File: src/rtl/ultrasonic_ranger.sv
// Ultrasonic range finder controller.
// The block fires a trigger pulse, times the returning echo in microsecond
// ticks, and converts the echo width to centimetres. It then waits out the
// remainder of the trigger period before the next shot.
// Results (dist_cm, near, timeout) are registered and held between updates.
// valid is a single-cycle strobe that marks each update; there is no back-pressure.
module ultrasonic_ranger #(
    parameter int unsigned CLK_PER_US = 50,
    parameter int unsigned TRIG_US    = 10,
    parameter int unsigned PERIOD_US  = 60000,
    parameter int unsigned TIMEOUT_US = 25000,
    parameter int unsigned US_PER_CM  = 58,
    parameter int unsigned MAX_CM     = 400,
    parameter int unsigned NEAR_CM    = 20
) (
    input  logic       clk,
    input  logic       rst,
    input  logic       en,
    input  logic       echo,
    output logic       trig,
    output logic [8:0] dist_cm,
    output logic       valid,
    output logic       near,
    output logic       timeout
);

    localparam int unsigned PERIOD_CYC = PERIOD_US * CLK_PER_US;
    // One common width, sized for the longest interval the block ever counts.
    localparam int unsigned CW = $clog2(PERIOD_CYC + 1);

    localparam logic [CW-1:0] DIV_LAST    = CW'(CLK_PER_US - 1);
    localparam logic [CW-1:0] TRIG_LAST   = CW'(TRIG_US - 1);
    localparam logic [CW-1:0] TO_LAST     = CW'(TIMEOUT_US - 1);
    localparam logic [CW-1:0] CM_LAST     = CW'(US_PER_CM - 1);
    localparam logic [CW-1:0] PERIOD_LAST = CW'(PERIOD_CYC - 1);
    localparam logic [8:0]    MAX_CM_V    = 9'(MAX_CM);
    localparam logic [8:0]    NEAR_CM_V   = 9'(NEAR_CM);

    typedef enum logic [2:0] {
        S_IDLE      = 3'd0,
        S_TRIG      = 3'd1,
        S_WAIT_ECHO = 3'd2,
        S_MEASURE   = 3'd3,
        S_HOLDOFF   = 3'd4
    } state_e;

    state_e state_q, state_d;

    logic          echo_m_q, echo_s_q, echo_p_q;
    logic [CW-1:0] div_q, div_d;
    logic [CW-1:0] us_q, us_d;
    logic [CW-1:0] cmdiv_q, cmdiv_d;
    logic [CW-1:0] period_q, period_d;
    logic [8:0]    cm_q, cm_d;
    logic          trig_q, trig_d;
    logic [8:0]    dist_q, dist_d;
    logic          valid_q, valid_d;
    logic          near_q, near_d;
    logic          timeout_q, timeout_d;

    logic       tick, echo_rise, echo_fall;
    logic       us_last, trig_done, period_done;
    logic       cm_step, meas_done, to_hit, state_chg, enter_trig;
    logic [8:0] cm_inc, cm_now;

    assign tick        = (div_q == DIV_LAST);
    assign echo_rise   = echo_s_q & ~echo_p_q;
    assign echo_fall   = ~echo_s_q & echo_p_q;
    assign us_last     = tick && (us_q == TO_LAST);
    assign trig_done   = tick && (us_q == TRIG_LAST);
    assign period_done = (period_q >= PERIOD_LAST);

    // cm_now includes a step landing in the current cycle, so a falling edge
    // seen on the last cycle of a whole centimetre still counts it.
    assign cm_step   = tick && (cmdiv_q == CM_LAST);
    assign cm_inc    = (cm_q >= MAX_CM_V) ? cm_q : cm_q + 9'd1;
    assign cm_now    = cm_step ? cm_inc : cm_q;
    assign meas_done = (state_q == S_MEASURE) && echo_fall;
    assign to_hit    = ((state_q == S_WAIT_ECHO) && !echo_rise && us_last) ||
                       ((state_q == S_MEASURE)   && !echo_fall && us_last);

    // State register.
    always_ff @(posedge clk or negedge rst) begin
        if (!rst) state_q <= S_IDLE;
        else      state_q <= state_d;
    end

    // Next-state logic.
    always_comb begin
        state_d = state_q;
        case (state_q)
            S_IDLE:      if (en) state_d = S_TRIG;
            S_TRIG:      if (trig_done) state_d = S_WAIT_ECHO;
            S_WAIT_ECHO: if (echo_rise) state_d = S_MEASURE;
                         else if (us_last) state_d = S_HOLDOFF;
            S_MEASURE:   if (echo_fall || us_last) state_d = S_HOLDOFF;
            S_HOLDOFF:   if (period_done) state_d = en ? S_TRIG : S_IDLE;
            default:     state_d = S_IDLE;
        endcase
    end

    // Counter next values: tick divider and us counter restart on every state entry.
    always_comb begin
        state_chg  = (state_d != state_q);
        enter_trig = (state_d == S_TRIG) && (state_q != S_TRIG);
        div_d      = (state_chg || tick) ? '0 : div_q + 1'b1;
        us_d       = state_chg ? '0 : ((tick && (us_q != '1)) ? us_q + 1'b1 : us_q);
        period_d   = enter_trig ? '0 : (period_done ? period_q : period_q + 1'b1);
        cmdiv_d    = cmdiv_q;
        cm_d       = cm_q;
        if (state_chg) begin
            cmdiv_d = '0;
            cm_d    = '0;
        end else if (state_q == S_MEASURE) begin
            cm_d = cm_now;
            if (tick) cmdiv_d = cm_step ? '0 : cmdiv_q + 1'b1;
        end
    end

    // Output logic: trigger level and result update.
    always_comb begin
        trig_d    = (state_q == S_TRIG);
        valid_d   = meas_done | to_hit;
        dist_d    = dist_q;
        near_d    = near_q;
        timeout_d = timeout_q;
        if (meas_done) begin
            dist_d    = cm_now;
            near_d    = (cm_now < NEAR_CM_V);
            timeout_d = 1'b0;
        end else if (to_hit) begin
            dist_d    = MAX_CM_V;
            near_d    = 1'b0;
            timeout_d = 1'b1;
        end
    end

    // Echo synchronizer, counters and registered outputs.
    always_ff @(posedge clk or negedge rst) begin
        if (!rst) begin
            echo_m_q  <= 1'b0;
            echo_s_q  <= 1'b0;
            echo_p_q  <= 1'b0;
            div_q     <= '0;
            us_q      <= '0;
            cmdiv_q   <= '0;
            period_q  <= '0;
            cm_q      <= '0;
            trig_q    <= 1'b0;
            dist_q    <= '0;
            valid_q   <= 1'b0;
            near_q    <= 1'b0;
            timeout_q <= 1'b0;
        end else begin
            echo_m_q  <= echo;
            echo_s_q  <= echo_m_q;
            echo_p_q  <= echo_s_q;
            div_q     <= div_d;
            us_q      <= us_d;
            cmdiv_q   <= cmdiv_d;
            period_q  <= period_d;
            cm_q      <= cm_d;
            trig_q    <= trig_d;
            dist_q    <= dist_d;
            valid_q   <= valid_d;
            near_q    <= near_d;
            timeout_q <= timeout_d;
        end
    end

    assign trig    = trig_q;
    assign dist_cm = dist_q;
    assign valid   = valid_q;
    assign near    = near_q;
    assign timeout = timeout_q;

endmodule

File: config.mk
export PLATFORM = sky130hd
export DESIGN_NAME = ultrasonic_ranger
export DESIGN_NICKNAME = d
export VERILOG_FILES = /design/src/rtl/ultrasonic_ranger.sv
export SDC_FILE = /design/constraint.sdc
export NUM_CORES = 1
export LEC_CHECK = 0
export ABC_CLOCK_PERIOD_IN_PS = 2500
export BUFFER_PORTS_ARGS = -buffer_cell sky130_fd_sc_hd__buf_2
export CAP_MARGIN = 40
export CORE_MARGIN = 5
export CORE_UTILIZATION = 46
export CTS_CLUSTER_DIAMETER = 200
export DETAILED_ROUTE_END_ITERATION = 8
export PLACE_DENSITY_LB_ADDON = 0.15
export SKIP_LAST_GASP = 1
export SYNTH_ARGS = -nofsm -noshare
export SYNTH_HDL_FRONTEND = slang
export SYNTH_SLANG_ARGS = --single-unit
File: constraint.sdc
create_clock -name clk -period 2.5 [get_ports clk]
set_clock_uncertainty 0.05 [all_clocks]
set_input_delay 0.375 -clock clk [delete_from_list [all_inputs] [get_ports clk]]
set_output_delay 0.375 -clock clk [all_outputs]
set_load 0.02 [all_outputs]
**Word-level counts from Yosys, hierarchy flattened**

Cells that the tools add are included.

- Register bits after elaboration: 116
- Bits of input ports: 4
- Output and inout bits: 13
- Logic and storage cells: 88

- $add $sub $neg: 5
- $lt $le $gt $ge: 3
- Eq/ne operators: 13
- Mux-type cells: 27
- Bitwise operators: 5
- Reduce and logical (&&, ||, !) cells: 21

Operator list:

| operator | count |
|---|---|
| $mux W22 | 9 |
| $add A22 B1 Y22 const B | 4 |
| $mux W9 | 6 |
| $eq A22 B6 Y1 const B | 2 |
| $eq A22 B15 Y1 const B | 1 |
| $eq A22 B4 Y1 const B | 1 |
| $ge A22 B22 Y1 const B | 1 |
| $ne A22 B22 Y1 const B | 1 |
| $mux W3 | 6 |
| $pmux W3 S5 | 1 |
| $logic_and A1 B1 Y1 | 10 |
| $add A9 B1 Y9 const B | 1 |
| $ge A9 B9 Y1 const B | 1 |
| $lt A9 B5 Y1 const B | 1 |
| $reduce_bool A2 Y1 | 4 |
| $eq A3 B1 Y1 const B | 2 |
| $eq A3 B2 Y1 const B | 2 |
| $mux W1 | 5 |
| $eq A3 B3 Y1 const B | 1 |
| $logic_not A3 Y1 | 1 |
| $logic_or A1 B1 Y1 | 3 |
| $ne A3 B1 Y1 const B | 1 |
| $ne A3 B3 Y1 | 1 |
| $and A1 B1 Y1 | 2 |
| other kinds (5) | 7 |

**Longest topological paths before layout**

Gate-level depths: netlist of the first run.

- Word-level depth: 8
- Mapped depth: 11

**Worst setup path before layout of the first run**

Ideal clock, no wire load.

- Kind: register to register
- Start point: register div_q[1]
- End point: register near_q, in the netlist near
- Arrival: 2.533 ns
- Required time: 2.328 ns
- Slack: -0.205 ns
- Cell stages (with the launch flop): 11
- Path buffers: 2
- Cell sequence: dfrtp_1 inv_1 ha_1 nand2b_4 or4_1 buf_4 nor4_4 a21oi_2 or3_1 buf_2 a32o_1

- Word-level cells in the longest chain between the ends: 5
- Elaborated cells between the ends (all ways): 10
- Those cells by class: order compare (1); eq/ne (1); mux (2); reduce/logical (6)

RTL lines:

| element | RTL line | source |
|---|---|---|
| start, declared | 50 | `logic [CW-1:0] div_q, div_d;` |
| start signal, assigned | 158 | `div_q <= div_d;` |
| $eq A22 B6 Y1 (*) | 66 | `assign tick = (div_q == DIV_LAST);` |
| $logic_and A1 B1 Y1, on equally long branches | 75, 69 |  |
| $mux W9 (tied with other cells) | 77 | `assign cm_now = cm_step ? cm_inc : cm_q;` |
| $lt A9 B5 Y1 / $logic_or A1 B1 Y1 (equally long branches) | 129, 79 |  |
| $mux W1 / $reduce_bool A2 Y1 (equally long branches) | n/a |  |
| end signal, assigned | 166 | `near_q <= near_d;` |
| end, declared | 58 | `logic near_q, near_d;` |

Every way passes the cells marked *; elsewhere a longest branch is shown, timed or not.
A chain may end at the register's enable or synchronous reset.

**Final worst setup path of the first run**

- Start point: register div_q[18]
- End point: register div_q[2]

- Word-level cells in the longest chain between the ends: 8
- Elaborated cells between the ends (all ways): 12
- Those cells by class: eq/ne (2); mux (6); reduce/logical (4)

RTL lines:

| element | RTL line | source |
|---|---|---|
| $eq A22 B6 Y1 (*) | 66 |  |
| $logic_and A1 B1 Y1 | 69 | `assign us_last = tick && (us_q == TO_LAST);` |
| $mux W3 / $logic_or A1 B1 Y1 (equally long branches) | 95, 96 |  |
| $mux W3, on equally long branches | 94, 96 |  |
| $pmux W3 S5 | 91 | `case (state_q)` |
| $ne A3 B3 Y1 | 104 | `state_chg = (state_d != state_q);` |
| $logic_or A1 B1 Y1 (*) | 106 | `div_d = (state_chg \|\| tick) ? '0 : div_q + 1'b1;` |
| $mux W22 (*) | 106 |  |
| via div_d[2] | 50 |  |

The timed path passes the listed nets; every way through them passes the cells marked *.

==> results by group, run 1 <==
Status
  • Status: complete, but fails checks
  • Failing checks: negative hold slack, negative setup slack

Yosys
  • Post-synthesis compound-gate area fraction: 14.8%
  • Simple-gate share of the synthesized area: 22.5%
  • Post-synthesis sequential area ratio: 45.8%
  • Mux contribution to synthesized area: 0.790%
  • Cells after Synth: 675
  • Largest family of logic cells by synthesized area: simple AND/OR/NAND/NOR gates
  • Post-synth EDFFs: 0
  • Synth cell types: 61
  • Ys async rst share: 100%
  • Primary FF master, synth: dfrtp_1
  • Syn Area/Cell: 9.39 um^2
  • Synth warnings: 0
  • Mapped Area: 0.00634 mm^2
  • Synth Area in XOR/XNOR: 10.8%
  • Post-Synth Adder-Cell Area: 1.78%
  • Syn_nets: 688
  • #FFs+latches synth: 116

Critical path
  • Worst setup path end: div_q[2]$_DFF_PN0_
  • CP max-delay cell: nor4_4
  • Flop2flop setup slack: -0.09 ns
  • Arrival @ worst endpoint: 2.82 ns
  • Slowest stage delay, CP: 0.45 ns
  • Req. time, crit path: 2.73 ns
  • Crit path top cell by count: buf_4
  • Worst setup EP type: register
  • Crit Path Class: reg2reg
  • Setup crit start: div_q[18]$_DFF_PN0_
  • Worst setup SP type: register
  • Critical Path Fanout Max: 44
  • Worst-path cell chain: nor4_2 > buf_4 > nand4_4 > nor4_4 > a21oi_4 > buf_4 > o31ai_4 > buf_12 > a211oi_1
  • R2R depth: 9
  • FF-to-FF End: div_q[2]$_DFF_PN0_
  • Worst R2R Start: div_q[18]$_DFF_PN0_

Die
  • Die area: 0.0162 mm^2
  • Core area: 0.0134 mm^2
  • # IOs: 17
  • Chip height: 127 um
  • Initial core utilization: 47.3%
  • Die X: 127 um
  • Rows: 42

Layout
  • # diodes: 0
  • Area Overhead vs Synth: 22.9%
  • Layout cells sized above 1: 17.7%
  • Fin util: 58.1%
  • Non-Filler Instances: 926
  • Most common cell after layout, fill and taps aside: dfrtp_1
  • Final net count: 752
  • Fillers: 1169
  • Most frequent cells in the layout: dfrtp_1 (116), a21oi_1 (83), xor2_1 (53), nand2_1 (52), buf_4 (52)
  • Post-route cell area: 0.00779 mm^2

Timing
  • Worst slew margin: 57.2%
  • Final setup margin: -0.0924 ns
  • Final number of max-transition violations: 0
  • Setup violators final: 86
  • Worst hold slack: -0.0290 ns
  • RSZ-0062 raised after global routing: true
  • Fin. Hold Viols: 14
  • Post-layout min period: 2.59 ns
  • Max Fclk: 0.386 GHz
  • Worst-margin pin slew: 0.642 ns
  • Final Cycle Share: 104%

GRT
  • Vias in the first global route: 5258
  • GRT overflow: 0
  • Largest net degree at the start of global routing: 117
  • Initial antenna violation count: 0
  • Global-route wire length before repair: 25.6 mm
  • GRT Overall Usage: 19.4%

CTS
  • Clk Latency, worst-skew pair: 0.41 ns
  • CTS Sinks: 116
  • Clock buffer count from CTS: 17
  • CTS tree: yes
  • Htree depth: 4
  • CTS clk-pin slew, worst paths: 0.05 ns
  • Clock Tree Root: clkbuf_16
  • Max Root-Sink Buffers: 2

Placed design
  • Gpl congestion: 0.850
  • Cell Area, Placed: 0.00702 mm^2
  • Dpl cells: 888
  • I/O Buffers: 16
  • DP HPWL: 9.97 mm

Detailed routing
  • Wirelength per Cell: 16.9 um
  • Number of DRC violations after detailed-routing iteration 0: 431
  • Drc violations: 0
  • WL final: 15.7 mm
  • DR vias: 5422
  • DR pass1 iterations: 5
  • Vias per cell: 5.86
  • Post-route antenna net violation count: 0

Power
  • Net switching power: 849 uW
  • Seq pwr share: 43.5%
  • Tot Pwr: 4.33 mW
  • Peak supply drop: 438 uV
  • Power Density: 556 mW/mm^2
  • Combinational fraction of design power: 1.3%
  • Clock Power Share: 55.2%
  • Leakage: 3.29 nW
  • Switching Fraction: 19.6%
  • Cell-internal power: 3.48 mW

Hold path
  • Worst Hold Class: in2async

Run
  • Max Cap Viol: 0
==> registers in the layout, summed over array words and instances, names as in the netlist <==
name and flops:
us_q 22, trig 1, div_q 22, echo_p_q 1, echo_m_q 1, state_q 3
valid 1, cmdiv_q 22, cm_q 9, near 1, timeout 1, dist_cm 9
echo_s_q 1, period_q 22
==> worst max-delay path, delay by kind of cell, from the launching register on <==
family                 cells  cell delay, ns
AOI/OAI and AO/OA          3            0.55
buffers and inverters      3            0.59
DFF                        1            0.39
and+or+nand+nor            3            0.84
==> stage by stage <==
step | setup TNS (ns) | setup WS [ns]
finish | -3.98 | -0.0924
global route | -10.20 | -0.149
CTS | -0.704 | -0.0501
detailed placement | -2.00 | -0.0950
global placement | 0 | 0.0131
floorplan | -0.0198 | -0.0198
==> logic make-up after synthesis <==
family	count (synthesis)
fa+ha+maj	9
buf+inv	49
xor+xnor	78
compound gates	150
flops	116
simple gates	268
mux	5
==> power by group through the flow <==
| stage | Combinational, mW | Clock, mW | Sequential [mW] |
|---|---|---|---|
| global route | 0.0658 | 2.52 | 1.88 |
| finish | 0.0555 | 2.39 | 1.88 |
| detailed placement | 0.0537 | 0 | 1.92 |
| CTS | 0.0550 | 2.43 | 1.88 |
| floorplan | 0.00458 | 0 | 1.92 |
| global placement | 0.0525 | 0 | 1.92 |
==> cells in the mapped netlist (all sizes together), types with 2 or more instances <==
cell type	count	area [um^2]
a2111oi	3	52.6
a211o	2	17.5
a211oi	7	52.6
a21bo	2	20.0
a21oi	84	424
a22oi	6	45.0
a311oi	3	32.5
a31oi	6	37.5
and2	2	12.5
and3	15	93.8
and4	4	35.0
buf	16	101
clkbuf	20	76.3
dfrtp	116	2900
ha	9	113
inv	13	48.8
mux2i	5	50.1
nand2	52	195
nand2b	5	38.8
nand3	42	210
nand4	34	219
nor2	49	184
nor2b	4	25.0
nor3	18	90.1
nor3b	4	30.0
nor4	20	146
nor4b	5	43.8
o211ai	2	15.0
o21a	2	15.0
o21ai	18	90.1
o2bb2ai	6	52.6
or2	3	18.8
or3	5	31.3
or4	2	15.0
xnor2	25	219
xor2	53	464
==> final cells by class <==
class / count / area [um^2] / share of cell area (%)
multi-input combinational: 510 / 3330 / 42.7
sequential: 116 / 2900 / 37.3
timing repair buffer: 81 / 711 / 9.13
clock buffer: 26 / 509 / 6.54
tap: 176 / 220 / 2.83
clock inverter: 4 / 70.1 / 0.900
inverter: 13 / 48.8 / 0.627
==> what timing repair did <==
action	4_1_cts	5_1_grt
endpoints found under the setup margin	49	108
pin swaps	0	2
cloned	0	3
buffers inserted	0	4
gates resized for setup	1	12
hold endpoints to repair	1	0
hold buffers	1	0
==> how the worst min path moves through the flow <==
stage | start | to | slack (ns) | cells past startpoint
2_1_floorplan | rst | cm_q[0]$_DFFE_PN0P_ | 0.03 | 0
3_3_place_gp | echo_m_q$_DFF_PN0_ | echo_s_q$_DFF_PN0_ | 0.29 | 0
3_5_place_dp | echo_m_q$_DFF_PN0_ | echo_s_q$_DFF_PN0_ | 0.30 | 0
4_1_cts | rst | period_q[0]$_DFFE_PN0P_ | 0.03 | 2
5_1_grt | rst | period_q[0]$_DFFE_PN0P_ | 0.05 | 2
6_report | rst | echo_m_q$_DFF_PN0_ | -0.03 | 2
==> routing by layer <==
layer	up-vias	global-route usage, %	wire length [um]
li1	2578	-	-
met1	2700	25.2	7170
met2	123	31.6	7590
met3	21	5.30	727
met4	0	5.87	188
met5	-	0	0
Power figures use the tool's default switching activity.
==> run 2, diff against run 1 <==
--- a/config.mk
+++ b/config.mk
@@ -5,11 +5,13 @@
 export SDC_FILE = /design/constraint.sdc
 export NUM_CORES = 1
 export LEC_CHECK = 0
+export ABC_AREA = 1
 export ABC_CLOCK_PERIOD_IN_PS = 2500
 export BUFFER_PORTS_ARGS = -buffer_cell sky130_fd_sc_hd__buf_2
 export CAP_MARGIN = 40
 export CORE_MARGIN = 5
 export CORE_UTILIZATION = 46
+export CTS_BUF_LIST = sky130_fd_sc_hd__clkbuf_16
 export CTS_CLUSTER_DIAMETER = 200
 export DETAILED_ROUTE_END_ITERATION = 8
 export PLACE_DENSITY_LB_ADDON = 0.15
==> constraint.sdc (replaced) <==
create_clock -name clk -period 2.5 [get_ports clk]
set_clock_uncertainty 0.05 [all_clocks]
set_input_delay 0.5 -clock clk [delete_from_list [all_inputs] [get_ports clk]]
set_output_delay 0.5 -clock clk [all_outputs]
set_load 0.02 [all_outputs]
==> run 2 against run 1 <==
Net effect:
- the flow now finishes without violations
- maximum frequency rose by 16%
- clock power is 12% lower
- sequential power is essentially flat
- hold slack better by 0.12 ns
- register-to-register slack better by 0.36 ns
- die area increased by 9.1%
- first-iteration DRC count is 8.1% higher
- area after synthesis is 9.9% higher
- sequential share of layout area is essentially flat
- final cell count is 26% higher
- non-clock buffer count fell by 49
- clock-buffer cell count decreased by 9
- largest power group unchanged
- highest routed layer unchanged
==> results by group, run 2 <==
Status
  • Status: finished, final reports clean

Yosys
  • Primary FF master, synth: dfrtp_1
  • Yosys top cell by area: dfrtp_1
  • Top cell type's share of synthesized area: 41.7% (-4.1 points)
  • Syn_nets: 960 (+40%)
  • Syn Area/Cell: 7.35 um^2 (-22%)
  • Post-synth EDFFs: 0 (unchanged)
  • Mapped Area: 0.00696 mm^2 (+9.9%)
  • Synth area leaders: dfrtp_1 (42%), nand2_1 (11%), nor2_1 (9.5%)
  • Cells after Synth: 947 (+40%)
  • List of most frequent post-synthesis cells: nand2_1 (207), nor2_1 (176), dfrtp_1 (116)
  • Synth warnings: 0 (unchanged)
  • Count leader, synth: nand2_1
  • #FFs+latches synth: 116 (unchanged)
  • Post-synthesis sequential area ratio: 41.7% (-4.1 points)
  • Ys async rst share: 100% (unchanged)
  • Synth cell types: 39 (-36%)

Layout
  • # diodes: 0 (unchanged)
  • Non-Filler Instances: 1170 (+26%)
  • Most common cell after layout, fill and taps aside: nand2_1
  • Final net count: 984 (+31%)
  • Most frequent cells in the layout: nand2_1 (207), nor2_1 (175), dfrtp_1 (116), inv_1 (110), nand4_1 (66)
  • Layout cells sized above 1: 7.94% (-9.8 points)
  • Area Overhead vs Synth: 11.9%

Critical path
  • Worst R2R Start: period_q[0]$_DFFE_PN0P_
  • Slowest stage delay, CP: 0.40 ns (-0.05 ns)
  • FF-to-FF End: cmdiv_q[14]$_DFFE_PN0P_
  • Worst setup EP type: register
  • CP Buf/Inv Count: 2 (-1)
  • Req. time, crit path: 2.80 ns (+0.07 ns)
  • CP max-delay cell: dfrtp_1
  • Crit Path Class: reg2reg
  • Critical path's top delay family: simple AND/OR/NAND/NOR gates
  • Critical Path Fanout Max: 44 (unchanged)
  • Flop2flop setup slack: 0.27 ns (+0.36 ns)
  • Crit path top cell by count: nand2_1
  • Arrival @ worst endpoint: 2.53 ns (-0.29 ns)
  • Worst-path cell chain: ha_1 > nand2_1 > nor2_1 > nand2_1 > nand2_1 > nand2_2 > nand2_4 > inv_2 > nand3_1 > a21oi_4 > buf_12 > nand4_1 > nand2_1
  • R2R depth: 13 (+4)
  • Worst setup SP type: register

GRT
  • GRT overflow: 0 (unchanged)
  • Vias in the first global route: 5579 (+6.1%)
  • GRT Overall Usage: 18.5% (-0.92 points)
  • Initial antenna violation count: 0 (unchanged)
  • Largest net degree at the start of global routing: 117 (unchanged)
  • Global-route wire length before repair: 26.9 mm (+5.1%)

Hold path
  • Worst Hold Class: in2async

Detailed routing
  • Drc violations: 0 (unchanged)
  • Vias per cell: 5.07 (-13%)
  • WL final: 15.3 mm (-2.2%)
  • DR pass1 iterations: 5 (unchanged)
  • Number of DRC violations after detailed-routing iteration 0: 466 (+8.1%)
  • DR vias: 5931 (+9.4%)
  • Wirelength per Cell: 13.1 um (-23%)
  • Post-route antenna net violation count: 0 (unchanged)

Timing
  • Final Cycle Share: 89.2% (-14 points)
  • Worst slew margin: 53.7% (-3.5 points)
  • Setup TNS Final: 0 ns (+3.98 ns)
  • Worst hold slack: 0.0874 ns (+0.116 ns)
  • Final number of max-transition violations: 0 (unchanged)
  • Fin. Hold Viols: 0 (-14)
  • Setup violators final: 0 (-100%)
  • Worst-margin pin slew: 0.694 ns (+0.0523 ns)
  • RSZ-0062 raised after global routing: false
  • Max Fclk: 0.448 GHz (+16%)
  • Post-layout min period: 2.23 ns (-0.362 ns)

Placed design
  • Gpl congestion: 0.843 (-0.87%)
  • Dpl cells: 1140 (+28%)
  • I/O Buffers: 16 (unchanged)
  • DP HPWL: 10.5 mm (+5.0%)

Power
  • Cell-internal power: 3.20 mW (-8.0%)
  • Tot Pwr: 4.03 mW (-6.8%)
  • Combinational fraction of design power: 1.1% (-0.2 points)
  • Leakage: 3.82 nW (+16%)
  • Clock Power Share: 52.2% (-3.0 points)
  • Power Density: 518 mW/mm^2 (-6.8%)
  • Net switching power: 836 uW (-1.6%)
  • Seq pwr share: 46.7% (+3.2 points)
  • Peak supply drop: 419 uV (-4.3%)
  • Switching Fraction: 20.7% (+1.1 points)

CTS
  • Clock buffer count from CTS: 17 (unchanged)
  • Post-CTS Setup Repair Bufs: 0 (unchanged)
  • Max Root-Sink Buffers: 2 (unchanged)
  • CTS Sinks: 116 (unchanged)
  • Htree depth: 4 (unchanged)
  • Clk Latency, worst-skew pair: 0.41 ns (about the same)
  • CTS tree: yes
  • Post-cts resize count: 0 (-1)
  • Clock Tree Root: clkbuf_16
  • CTS clk-pin slew, worst paths: 0.05 ns (about the same)
  • Cts-stage hold buffer count: 0 (-1)

Die
  • Rows: 45 (+7.1%)
  • # IOs: 17 (unchanged)
  • Chip height: 133 um (+4.4%)
  • Die X: 133 um (+4.4%)
  • Initial core utilization: 46.3% (-0.98 points)
  • Core area: 0.0150 mm^2 (+12%)
  • Die area: 0.0177 mm^2 (+9.1%)

Run
  • Max Cap Viol: 0 (unchanged)
==> run 2: cell count changes after synthesis, moves of 10 or more <==
cell	previous run	this run
nand2_1	52	207
nor2_1	49	176
inv_1	12	107
a21oi_1	83	24
nand4_1	33	66
nor3_1	18	33
nor4_1	18	3
and3_1	15	3
clkbuf_1	19	7
xnor2_1	25	13
xor2_1	53	43
==> run 2: routing by layer <==
layer,vias to the layer above,global-route usage [%],wire [um]
met4,0,4.68,90
met3,6,4.94,421
met5,-,0,0
met1,2739,26.2,7930
met2,69,28.0,6890
li1,3117,-,-
==> run 2: worst reg2reg max path, stage by stage, from the launching register on <==
cell     delay [ns]
dfrtp_1        0.40
ha_1           0.22
nand2_1        0.11
nor2_1         0.07
nand2_1        0.06
nand2_1        0.08
nand2_2        0.09
nand2_4        0.10
inv_2          0.14
nand3_1        0.12
a21oi_4        0.27
buf_12         0.25
nand4_1        0.12
nand2_1        0.10
==> run 2: cells by family (layout without fill, tap and decap cells) <==
group           Yosys count  count (layout)  share of synthesized area, %
simple gates            560             560                          35.5
buf+inv                 138             173                          8.77
flops                   116             116                          41.7
compound gates           68              68                          5.39
xor+xnor                 56              56                          7.04
fa+ha+maj                 9               9                          1.62
==> run 2: power groups by stage <==
| stage | Combinational [mW] | Clock [mW] | Sequential (mW) |
|---|---|---|---|
| after floorplan | 0.00217 | 0 | 1.92 |
| after global placement | 0.0489 | 0 | 1.92 |
| after detailed placement | 0.0493 | 0 | 1.92 |
| after CTS | 0.0493 | 2.16 | 1.88 |
| after global routing | 0.0554 | 2.27 | 1.88 |
| final | 0.0453 | 2.10 | 1.88 |
==> run 2: through the flow <==
stage / utilization (%) / instance area, um^2 / setup WS, ns
4_1_cts: 51.8 / 7790 / 0.232
6_report: 51.8 / 7790 / 0.269
5_1_grt: 51.8 / 7790 / 0.0143
3_5_place_dp: 48.4 / 7280 / 0.242
2_1_floorplan: - / 6960 / 0.591
3_3_place_gp: 48.4 / 7280 / 0.274
==> run 2: cell type report <==
cell class / count / area, um^2
inverters: 111 / 417
clock inverters: 13 / 78.8
flip-flops and latches: 116 / 2900
clock buffers: 17 / 425
well taps: 188 / 235
repair buffers: 32 / 265
multi-input cells: 693 / 3470
fillers: 1489 / 7240
==> run 2: worst max-delay path by stage <==
stage          depth (start not counted)               startpoint                       to
2_1_floorplan                         14  period_q[0]$_DFFE_PN0P_   cmdiv_q[0]$_DFFE_PN0P_
3_3_place_gp                          13  period_q[0]$_DFFE_PN0P_     us_q[10]$_DFFE_PN0P_
3_5_place_dp                          13  period_q[0]$_DFFE_PN0P_       div_q[9]$_DFF_PN0_
4_1_cts                               13  period_q[0]$_DFFE_PN0P_       div_q[1]$_DFF_PN0_
5_1_grt                               13  period_q[0]$_DFFE_PN0P_   cmdiv_q[4]$_DFFE_PN0P_
6_report                              13  period_q[0]$_DFFE_PN0P_  cmdiv_q[14]$_DFFE_PN0P_
==> run 3, diff against run 2 <==
--- a/config.mk
+++ b/config.mk
@@ -14,6 +14,7 @@
 export CTS_BUF_LIST = sky130_fd_sc_hd__clkbuf_16
 export CTS_CLUSTER_DIAMETER = 200
 export DETAILED_ROUTE_END_ITERATION = 8
+export MAX_ROUTING_LAYER = met4
 export PLACE_DENSITY_LB_ADDON = 0.15
 export SKIP_LAST_GASP = 1
 export SYNTH_ARGS = -nofsm -noshare
==> constraint.sdc (replaced) <==
create_clock -name clk -period 2.5 [get_ports clk]
set_clock_uncertainty 0.05 [all_clocks]
set_input_delay 0.25 -clock clk [delete_from_list [all_inputs] [get_ports clk]]
set_output_delay 0.25 -clock clk [all_outputs]
set_load 0.02 [all_outputs]
==> run 3 against run 2 <==
Net effect:
- sequential share of layout area down 0.66 points
- sequential cell count stayed put
- die area stayed put
- critical path type unchanged
- via count rose by 0.74%
- highest routed layer unchanged
- sequential power barely moved
==> results by group, run 3 (same netlist as run 2, synthesis figures left out) <==
Timing
  • Post-layout min period: 2.25 ns (+0.0155 ns)
  • Final number of max-transition violations: 0 (unchanged)
  • Setup TNS Final: 0 ns (unchanged)
  • Setup violators final: 0 (unchanged)
  • Final setup margin: 0.254 ns (-0.0155 ns)
  • Max Fclk: 0.445 GHz (-0.69%)
  • Worst-margin pin slew: 0.688 ns (-0.00615 ns)
  • RSZ-0062 raised after global routing: false
  • Worst slew margin: 54.1% (+0.41 points)
  • Worst hold slack: 0.207 ns (+0.119 ns)
  • Fin. Hold Viols: 0 (unchanged)
  • Final Cycle Share: 89.8% (+0.62 points)

GRT
  • Global-route wire length before repair: 27.4 mm (+1.8%)
  • GRT Overall Usage: 19.2% (+0.70 points)
  • GRT overflow: 0 (unchanged)
  • Vias in the first global route: 5678 (+1.8%)
  • Initial antenna violation count: 0 (unchanged)
  • Largest net degree at the start of global routing: 50 (-57%)

Critical path
  • Critical Path Fanout Max: 44 (unchanged)
  • Worst R2R Start: period_q[0]$_DFFE_PN0P_
  • CP max-delay cell: dfrtp_1
  • Arrival @ worst endpoint: 2.54 ns (about the same)
  • Worst setup EP type: register
  • Crit path top cell by count: nand2_1
  • Flop2flop setup slack: 0.25 ns (-0.02 ns)
  • Worst-path cell chain: ha_1 > nand2_1 > nor2_1 > nand2_1 > nand2_1 > nand2_2 > nand2_4 > inv_2 > nand3_1 > a21oi_4 > buf_12 > nand4_1 > nand2_1
  • Crit path depth: 13 (unchanged)
  • CP Buf/Inv Count: 2 (unchanged)
  • Critical path's top delay family: simple AND/OR/NAND/NOR gates
  • Req. time, crit path: 2.79 ns (about the same)
  • Crit Path Class: reg2reg
  • R2R depth: 13 (unchanged)
  • FF-to-FF End: cmdiv_q[8]$_DFFE_PN0P_
  • Worst setup SP type: register
  • Slowest stage delay, CP: 0.40 ns (about the same)

Power
  • Net switching power: 867 uW (+3.8%)
  • Power Density: 567 mW/mm^2 (+9.5%)
  • Clock Power Share: 57.0% (+4.8 points)
  • Cell-internal power: 3.63 mW (+13%)
  • Combinational fraction of design power: 1.1% (about the same)
  • Switching Fraction: 19.3% (-1.4 points)
  • Leakage: 3.88 nW (+1.4%)
  • Seq pwr share: 41.9% (-4.8 points)
  • Peak supply drop: 545 uV (+30%)
  • Tot Pwr: 4.50 mW (+11%)

Run
  • Max Cap Viol: 0 (unchanged)

Detailed routing
  • DR vias: 5975 (+0.74%)
  • Drc violations: 0 (unchanged)
  • DR pass1 iterations: 4 (-1)
  • Number of DRC violations after detailed-routing iteration 0: 413 (-11%)
  • WL final: 15.4 mm (+0.49%)
  • Wirelength per Cell: 13.1 um (about the same)
  • Post-route antenna net violation count: 0 (unchanged)
  • Vias per cell: 5.09 (+0.31%)

CTS
  • CTS clk-pin slew, worst paths: 0.05 ns (about the same)
  • CTS Sinks: 116 (unchanged)
  • CTS tree: yes
  • Max Root-Sink Buffers: 2 (unchanged)
  • Clock buffer count from CTS: 17 (unchanged)
  • Clock Tree Root: clkbuf_16
  • Post-cts resize count: 0 (unchanged)
  • Clk Latency, worst-skew pair: 0.41 ns (about the same)
  • Htree depth: 4 (unchanged)

Layout
  • Non-Filler Instances: 1175 (+0.43%)
  • # diodes: 0 (unchanged)
  • Most frequent cells in the layout: nand2_1 (207), nor2_1 (176), dfrtp_1 (116), inv_1 (108), nand4_1 (66)
  • Final net count: 987 (+0.30%)
  • Post-route cell area: 0.00793 mm^2 (+1.8%)
  • Most common cell after layout, fill and taps aside: nand2_1
  • Fin util: 52.8% (+0.93 points)
  • Layout cells sized above 1: 8.31% (+0.37 points)
  • Fillers: 1495 (+0.40%)
  • Area Overhead vs Synth: 13.9%

Placed design
  • Gpl congestion: 0.844 (+0.21%)
  • Dpl cells: 1141 (+0.088%)
  • Cell Area, Placed: 0.00729 mm^2 (+0.10%)
  • Post-place setup slack: 0.271 ns (+0.0294 ns)
  • I/O Buffers: 16 (unchanged)
  • DP HPWL: 10.8 mm (+3.5%)

Die
  • Die X: 133 um (unchanged)
  • Die area: 0.0177 mm^2 (unchanged)
  • Rows: 45 (unchanged)
  • Initial core utilization: 46.3% (unchanged)
  • Core area: 0.0150 mm^2 (unchanged)
  • # IOs: 17 (unchanged)
  • Chip height: 133 um (unchanged)

Hold path
  • Worst hold path depth: 5
  • Worst Hold Launch: en
  • Hold EP: state_q[0]$_DFF_PN0_
  • Worst Hold Class: in2reg

Status
  • Status: finished, final reports clean
==> run 3: worst max path at each step <==
stage | from | endpoint | slack, ns
2_1_floorplan | period_q[0]$_DFFE_PN0P_ | cmdiv_q[0]$_DFFE_PN0P_ | 0.59
4_1_cts | div_q[0]$_DFF_PN0_ | cmdiv_q[8]$_DFFE_PN0P_ | 0.23
5_1_grt | period_q[0]$_DFFE_PN0P_ | period_q[10]$_DFFE_PN0P_ | 0.05
6_report | period_q[0]$_DFFE_PN0P_ | cmdiv_q[8]$_DFFE_PN0P_ | 0.25
3_5_place_dp | div_q[0]$_DFF_PN0_ | us_q[14]$_DFFE_PN0P_ | 0.27
3_3_place_gp | period_q[0]$_DFFE_PN0P_ | us_q[10]$_DFFE_PN0P_ | 0.28
==> run 3: worst reg2reg max path: stages, from the launching register on <==
cell	delay (ns)
dfrtp_1	0.40
ha_1	0.22
nand2_1	0.09
nor2_1	0.06
nand2_1	0.05
nand2_1	0.08
nand2_2	0.09
nand2_4	0.10
inv_2	0.13
nand3_1	0.13
a21oi_4	0.29
buf_12	0.25
nand4_1	0.15
nand2_1	0.09
==> run 3: what timing repair did <==
item | 4_1_cts | 5_1_grt
endpoints found under the hold margin | 30 | 0
setup buffers | 0 | 0
hold buffers | 2 | 0
==> run 3: power groups by stage <==
stage / registers, mW / logic [mW] / clock network, mW
floorplan: 1.92 / 0.00217 / 0
global placement: 1.92 / 0.0522 / 0
detailed placement: 1.92 / 0.0523 / 0
CTS: 1.88 / 0.0549 / 2.63
global route: 1.88 / 0.0615 / 2.72
finish: 1.88 / 0.0508 / 2.56
==> run 3: cell type report <==
type | instances | area, um^2 | area share, %
tap | 188 | 235 | 2.97
clock inverter | 15 | 194 | 2.45
inverter | 111 | 417 | 5.25
timing repair buffer | 35 | 293 | 3.69
clock buffer | 17 | 425 | 5.36
multi-input combinational | 693 | 3460 | 43.7
sequential | 116 | 2900 | 36.6
==> run 3: metal layers <==
metal / vias to the layer above / GRT usage, % / share of wire, %
li1: 3116 / - / -
met1: 2774 / 26.5 / 51
met4: 0 / 4.73 / 0.87
met3: 7 / 4.26 / 3.0
met5: - / - / 0
met2: 78 / 28.7 / 45
